## src/rtl/digit_sequencer.sv

```systemverilog
// Keylock digit buffer and sequencer feeding the Arduino sender handshake.
// Optional end-of-code marker (digit 7) built when TERMINATOR_EN is defined.
module digit_sequencer #(
    parameter int DEPTH = 8,
    parameter int GAP   = 1200000,
    parameter int CW    = 32
) (
    input  logic                   hwclk,
    input  logic                   rst_n,
    input  logic                   push,
    input  logic [3:0]             push_num,
    input  logic                   start,
    output logic                   full,
    output logic [$clog2(DEPTH):0] count,
    output logic                   busy,
    output logic                   seq_done,
    output logic [3:0]             send_num,
    output logic                   send_enabled,
    input  logic                   send_done
);

    localparam int AW   = $clog2(DEPTH);
    localparam int CNTW = AW + 1;

    localparam logic [2:0] S_IDLE  = 3'd0;
    localparam logic [2:0] S_SEND  = 3'd1;
    localparam logic [2:0] S_GAP   = 3'd2;
`ifdef TERMINATOR_EN
    localparam logic [2:0] S_TSEND = 3'd3;
    localparam logic [2:0] S_TGAP  = 3'd4;
`endif

    logic [3:0]      r_mem [DEPTH];
    logic [AW-1:0]   r_wptr;
    logic [AW-1:0]   r_rptr;
    logic [CNTW-1:0] r_count;
    logic [2:0]      r_state;
    logic [CW-1:0]   r_gap;
    logic            r_busy;
    logic            r_seq_done;
    logic [3:0]      r_send_num;
    logic            r_send_en;

    logic            w_push;
    logic            w_pop;
    logic            w_full;
    logic            w_empty;
    logic            w_gap_end;
    logic [3:0]      w_head;

    assign w_full    = (r_count == CNTW'(DEPTH));
    assign w_empty   = (r_count == '0);
    assign w_push    = push && !w_full;
    assign w_pop     = (r_state == S_SEND) && send_done;
    assign w_gap_end = (r_gap == CW'(GAP - 1));
    assign w_head    = r_mem[r_rptr];

    assign full         = w_full;
    assign count        = r_count;
    assign busy         = r_busy;
    assign seq_done     = r_seq_done;
    assign send_num     = r_send_num;
    assign send_enabled = r_send_en;

    // FIFO storage; contents need no reset, the pointers define validity
    always_ff @(posedge hwclk) begin
        if (w_push) begin
            r_mem[r_wptr] <= push_num;
        end
    end

    // FIFO pointers and occupancy; simultaneous push and pop keep count
    always_ff @(posedge hwclk) begin
        if (!rst_n) begin
            r_wptr  <= '0;
            r_rptr  <= '0;
            r_count <= '0;
        end else begin
            if (w_push) begin
                r_wptr <= r_wptr + AW'(1);
            end
            if (w_pop) begin
                r_rptr <= r_rptr + AW'(1);
            end
            r_count <= r_count + CNTW'(w_push) - CNTW'(w_pop);
        end
    end

    // Sequencer: one digit per enabled/done handshake, GAP low cycles between
    always_ff @(posedge hwclk) begin
        if (!rst_n) begin
            r_state    <= S_IDLE;
            r_gap      <= '0;
            r_busy     <= 1'b0;
            r_seq_done <= 1'b0;
            r_send_num <= 4'd0;
            r_send_en  <= 1'b0;
        end else begin
            r_seq_done <= 1'b0;
            case (r_state)
                S_IDLE: begin
                    if (start && !w_empty) begin
                        r_send_num <= w_head;
                        r_send_en  <= 1'b1;
                        r_busy     <= 1'b1;
                        r_state    <= S_SEND;
                    end
                end
                S_SEND: begin
                    if (send_done) begin
                        r_send_en <= 1'b0;
                        r_gap     <= '0;
                        r_state   <= S_GAP;
                    end
                end
                S_GAP: begin
                    r_gap <= r_gap + CW'(1);
                    if (w_gap_end) begin
                        if (!w_empty) begin
                            r_send_num <= w_head;
                            r_send_en  <= 1'b1;
                            r_state    <= S_SEND;
                        end else begin
`ifdef TERMINATOR_EN
                            r_send_num <= 4'd7;
                            r_send_en  <= 1'b1;
                            r_state    <= S_TSEND;
`else
                            r_busy     <= 1'b0;
                            r_seq_done <= 1'b1;
                            r_state    <= S_IDLE;
`endif
                        end
                    end
                end
`ifdef TERMINATOR_EN
                S_TSEND: begin
                    if (send_done) begin
                        r_send_en <= 1'b0;
                        r_gap     <= '0;
                        r_state   <= S_TGAP;
                    end
                end
                S_TGAP: begin
                    r_gap <= r_gap + CW'(1);
                    if (w_gap_end) begin
                        r_busy     <= 1'b0;
                        r_seq_done <= 1'b1;
                        r_state    <= S_IDLE;
                    end
                end
`endif
                default: begin
                    r_send_en <= 1'b0;
                    r_busy    <= 1'b0;
                    r_state   <= S_IDLE;
                end
            endcase
        end
    end

endmodule

```

## config.mk

```make
export PLATFORM = sky130hd
export DESIGN_NAME = digit_sequencer
export DESIGN_NICKNAME = d
export VERILOG_FILES = /design/src/rtl/digit_sequencer.sv
export SDC_FILE = /design/constraint.sdc
export NUM_CORES = 1
export LEC_CHECK = 0
export CAP_MARGIN = 5
export CORE_UTILIZATION = 35
export CTS_CLUSTER_SIZE = 12
export DETAILED_ROUTE_END_ITERATION = 7
export PLACE_DENSITY = 0.55
export SLEW_MARGIN = 0
export SYNTH_ARGS = -nofsm -noshare
export SYNTH_HDL_FRONTEND = slang
export SYNTH_SLANG_ARGS = --single-unit
```

## constraint.sdc

```tcl
create_clock -name hwclk -period 4.35 [get_ports hwclk]
set_clock_uncertainty 0.15 [all_clocks]
set_input_delay 0.87 -clock hwclk [delete_from_list [all_inputs] [get_ports hwclk]]
set_output_delay 0.87 -clock hwclk [all_outputs]
set_load 0.01 [all_outputs]
```

# --- Word-level counts from Yosys, hierarchy flattened ---
# Memories as Yosys holds them, arrays and structs flattened. A register that Yosys moved wholly into a read port is not among the register bits.
# Index checks and enable logic that the tools add are counted.
totals:
  reg_bits: 52
  mem_bits_rw: 32
  elab_cells: 64
  n_memories: 1
op_classes:
  n_addsub: 5
  eq_ne: 9
  mux: 24
  n_bitwise: 1
  reduce_logical: 15
memory_table:
  columns: ["memory", "depth", "width", "rd", "rd_clocked_by_memory_dff", "wr", "line_no", "source"]
  rows:
  - ["r_mem", 8, 4, 1, 1, 1, "33", "logic [3:0] r_mem [DEPTH];"]
ops:
  columns: ["op", "n"]
  rows:
  - ["$pmux W32 S2", 1]
  - ["$add A32 B1 Y32 const B", 1]
  - ["$eq A32 B21 Y1 const B", 1]
  - ["$mux W32", 1]
  - ["$mux W3", 5]
  - ["$mux W4", 3]
  - ["$reduce_and A4 Y1", 3]
  - ["$mux W1", 10]
  - ["$ne A2 B2 Y1 const B", 5]
  - ["$pmux W3 S3", 1]
  - ["$pmux W4 S2", 1]
  - ["$add A3 B1 Y3 const B", 2]
  - ["$pmux W1 S3", 2]
  - ["$reduce_and A3 Y1", 2]
  - ["$add A4 B1 Y4", 1]
  - ["$eq A4 B4 Y1 const B", 1]
  - ["$logic_not A4 Y1", 1]
  - ["$reduce_bool A2 Y1", 2]
  - ["$sub A4 B1 Y4", 1]
  - ["$eq A3 B1 Y1 const B", 1]
  - ["$eq A3 B2 Y1 const B", 1]
  - ["$logic_and A1 B1 Y1", 3]
  - ["$logic_not A3 Y1", 1]
  - ["$logic_not A1 Y1", 2]
  - ["other kinds (2)", 2]

# --- Logic depth before layout (Yosys ltp) ---
depth:
  ltp_word: 5
  mapped_depth: 11

# --- Least setup slack after synthesis ---
# No wires, ideal clock.
synth_path:
  path_type: "in2reg"
  start: "input push"
  end: "register r_count[2] (netlist: count[2])"
  setup_ps: 128
  arrival_time_ps: 2418
  required_ps: 4072
  path_slack_ps: 1654
  cell_stages: 9
  path_buffers: 0
  cell_sequence: "a21boi_0 inv_1 ha_1 inv_1 ha_1 inv_1 fa_1 xor2_1 nor2_1"
synth_between:
  elab_chain_len: 3
synth_rtl:
  columns: ["element", "line_no", "source"]
  rows:
  - ["start, declared", "10", "input logic push,"]
  - ["$logic_and A1 B1 Y1", "53", "assign w_push = push && !w_full;"]
  - ["$add A4 B1 Y4", "85", "r_count <= r_count + CNTW'(w_push) - CNTW'(w_pop);"]
  - ["$sub A4 B1 Y4", "85", null]
  - ["end signal, assigned", "85", null]
  - ["end, declared", "36", "logic [CNTW-1:0] r_count;"]
# Every way passes these cells.
# A chain may end at the register's enable or synchronous reset.

# --- Final worst setup path ---
# Ends and elaborated chain as after synthesis.

==> run_results.csv <==
group,metric,value,unit
run_status,status,"finished, final reports clean",
sta,finalHoldViolCount,0,
worst_setup_path,worstPathMaxFanout,5,
die,start_util,0.360,
layout,fin_area,4420,um2
synth,syn-instance-count,373,
pwr,pwr-share-seq,0.497,
global_routing,grt_pass1_vias,2675,
synth,ys.flop_type,"dfxtp_1",
synth,yosys_warnings,0,
synth,synth-edff-count,32,
layout,final_net_count,410,
sta,drv_slew,0,
sta,finalCriticalPeriod,2.99,ns
clock_tree,cts.sinks,86,
clock_tree,cts_tree,"built",
die,fp-row-count,38,
clock_tree,postCtsHoldBufs,0,
clock_tree,postCtsSetupBuffers,0,
sta,holdWs,0.317,ns
global_routing,grt_usage,0.151,
placement,place_area,4230,um2
clock_tree,clockBufferDepth,2,
worst_setup_path,r2r_cells,11,
worst_setup_path,cp-end-kind,"register",
layout,final_layout_size_suffix_gt1_frac,0.114,
sta,layout_setup_ws,1.36,ns
die,die_w,108,um
run,maxCapViolCount,0,
worst_setup_path,worstPathArrival,3.07,ns
sta,worst_pin_slew,0.837,ns
placement,dpl.hpwl,5.48,mm
die,ios,21,
layout,syn_to_final_growth,13.3,%
synth,synth_cell_type_count,49,
synth,synthArstFlopShare,0,
global_routing,gr-total-overflow,0,
clock_tree,htreeDepth,3,
pwr,switchingPower,591,uW
global_routing,grt_max_degree,29,
pwr,p_total,1.91,mW
clock_tree,post_cts_resized,0,
global_routing,antenna_found_initial,0,
worst_setup_path,required,4.43,ns
route,antenna_left,0,
sta,timing.fmax,334,MHz
pwr,pwr-share-comb,0.210,
global_routing,grt_pass1_wl,13.2,mm
pwr,irDropWorstVdd,0.269,mV
pwr,leakagePower,1.45,nW
route,first_iter_violations,186,
placement,gp_congestion,0.737,
layout,diodes,0,
layout,layout.cells.non_filler,536,
sta,slew_headroom,0.441,
die,die_y,108,um
route,wirelength,8.02,mm
sta,finalSetupViolCount,0,
clock_tree,cts_root_buf,"clkbuf_8",
sta,fin_crit_sh,0.688,
route,route.detailed.drc,0,
layout,post-route-util,0.408,
clock_tree,numCtsBuffers,9,
placement,place_ws,0.965,ns
sta,tns,0,ns
route,drt-vias-per-instance,5.17,
placement,dp.cells,520,
pwr,clkPwrFrac,0.293,
synth,ys_ff_latch,86,
die,core-area,10800,um2
die,dieArea,11600,um2
worst_setup_path,critPathKind,"primary input to register",
route,avgRoutedWirePerCell,15.0,um
clock_tree,clock_latency,0.37,ns
worst_setup_path,r2r_slack,1.66,ns
hold_path,hold_depth,2,
pwr,internal_power,1.32,mW
pwr,power_density,432,nW/um2
route,drt_pass1_iterations,5,
sta,rsz0062_at_grt,"false",
layout,nFillCells,1063,
pwr,p_sw_frac,0.310,
clock_tree,path_clk_slew,0.09,ns
route,vias,2772,
synth,synth_nets,392,
synth,netlist_area,3900,um2
synth,yosysSeqAreaShare,0.523,
synth,avgSynthCellArea,10.5,um2
hold_path,hold_path_class,"register to register",
worst_setup_path,start_kind,"primary input",
placement,numPortBuffers,20,
==> layout make-up <==
class,instances,area (um2),share of cell area
sequential,86,2040,0.462
multi-input combinational,257,1740,0.393
timing repair buffer,23,223,0.0504
tap,140,175,0.0396
clock buffer,9,124,0.0280
clock inverter,7,68.8,0.0156
inverter,14,52.6,0.0119
==> path summary, 6_finish.rpt <==
check,end,from
worst min register to register,send_num[1]$_SDFFE_PN0P_,send_num[1]$_SDFFE_PN0P_
worst min-delay path,send_num[1]$_SDFFE_PN0P_,send_num[1]$_SDFFE_PN0P_
worst max-delay path,count[2]$_SDFF_PN0_,push
worst max register to register,count[2]$_SDFF_PN0_,count[2]$_SDFF_PN0_
==> synthesized netlist by cell type, types with 3 or more instances <==
cell type | number | share of area
and2_1 | 6 | 0.0096
dfxtp_1 | 54 | 0.28
o211ai_1 | 10 | 0.019
nand2b_1 | 5 | 0.0080
nor2b_1 | 3 | 0.0048
nand3_1 | 17 | 0.022
nand4_1 | 9 | 0.014
inv_1 | 13 | 0.013
mux2i_1 | 6 | 0.015
mux2_2 | 10 | 0.029
xor2_1 | 3 | 0.0067
mux4_2 | 8 | 0.046
nor3_1 | 8 | 0.010
or3_1 | 10 | 0.016
o21a_1 | 4 | 0.0077
nor2_1 | 31 | 0.030
nand3b_1 | 4 | 0.0077
clkbuf_1 | 9 | 0.0087
nand2_1 | 44 | 0.042
a21oi_1 | 28 | 0.036
o21ai_0 | 7 | 0.0090
and3_1 | 6 | 0.0096
buf_2 | 4 | 0.0051
nor4_1 | 3 | 0.0048
edfxtp_1 | 32 | 0.25
ha_1 | 9 | 0.029
==> per-layer routing <==
layer | global-route usage | share of wire
met1 | 0.196 | 0.48
met3 | 0.0393 | 0.035
met2 | 0.243 | 0.48
met5 | 0 | 0
met4 | 0.0538 | 0.0097
==> registers in the layout, indices dropped and copies added, names as in the netlist, named ones only <==
register / flops
r_gap: 32
r_mem: 32
count: 4
send_num: 4
r_rptr: 3
r_wptr: 3
r_state: 2
busy: 1
send_enabled: 1
seq_done: 1
==> power groups by stage <==
stage / sequential, mW / combinational (mW) / clock (mW)
final: 0.949 / 0.401 / 0.560
after global routing: 0.958 / 0.444 / 0.608
after CTS: 0.950 / 0.405 / 0.577
after detailed placement: 0.969 / 0.403 / 0
after global placement: 0.968 / 0.401 / 0
after floorplan: 0.964 / 0.253 / 0
==> critical path, cell delays in order <==
cell	delay, ns
clkdlybuf4s50_1	0.45
a21boi_0	0.43
inv_1	0.15
ha_1	0.31
inv_1	0.05
ha_1	0.15
inv_1	0.05
fa_1	0.39
xor2_1	0.16
nor2_1	0.05
==> layout by cell type, fill, tap and decap left out, types with 10 or more instances in the layout <==
cell type,count
nand2_1,44
nor2_1,31
mux2_2,10
or3_1,10
a21oi_1,28
edfxtp_1,32
dfxtp_1,54
inv_1,13
nand3_1,17
o211ai_1,10
clkdlybuf4s50_1,20
==> kinds of logic (layout without fill, tap and decap cells) <==
family | count (synthesis) | after routing | share of synthesized area
AND/OR/NAND/NOR | 158 | 158 | 0.214
flip-flops | 86 | 86 | 0.523
AO/OA/AOI/OAI | 59 | 59 | 0.0923
buffers and inverters | 30 | 53 | 0.0321
multiplexers | 25 | 25 | 0.0933
adder cells (fa/ha/maj) | 10 | 10 | 0.0340
XOR/XNOR | 5 | 5 | 0.0112
Note: power is estimated with default switching activity, not from simulation.
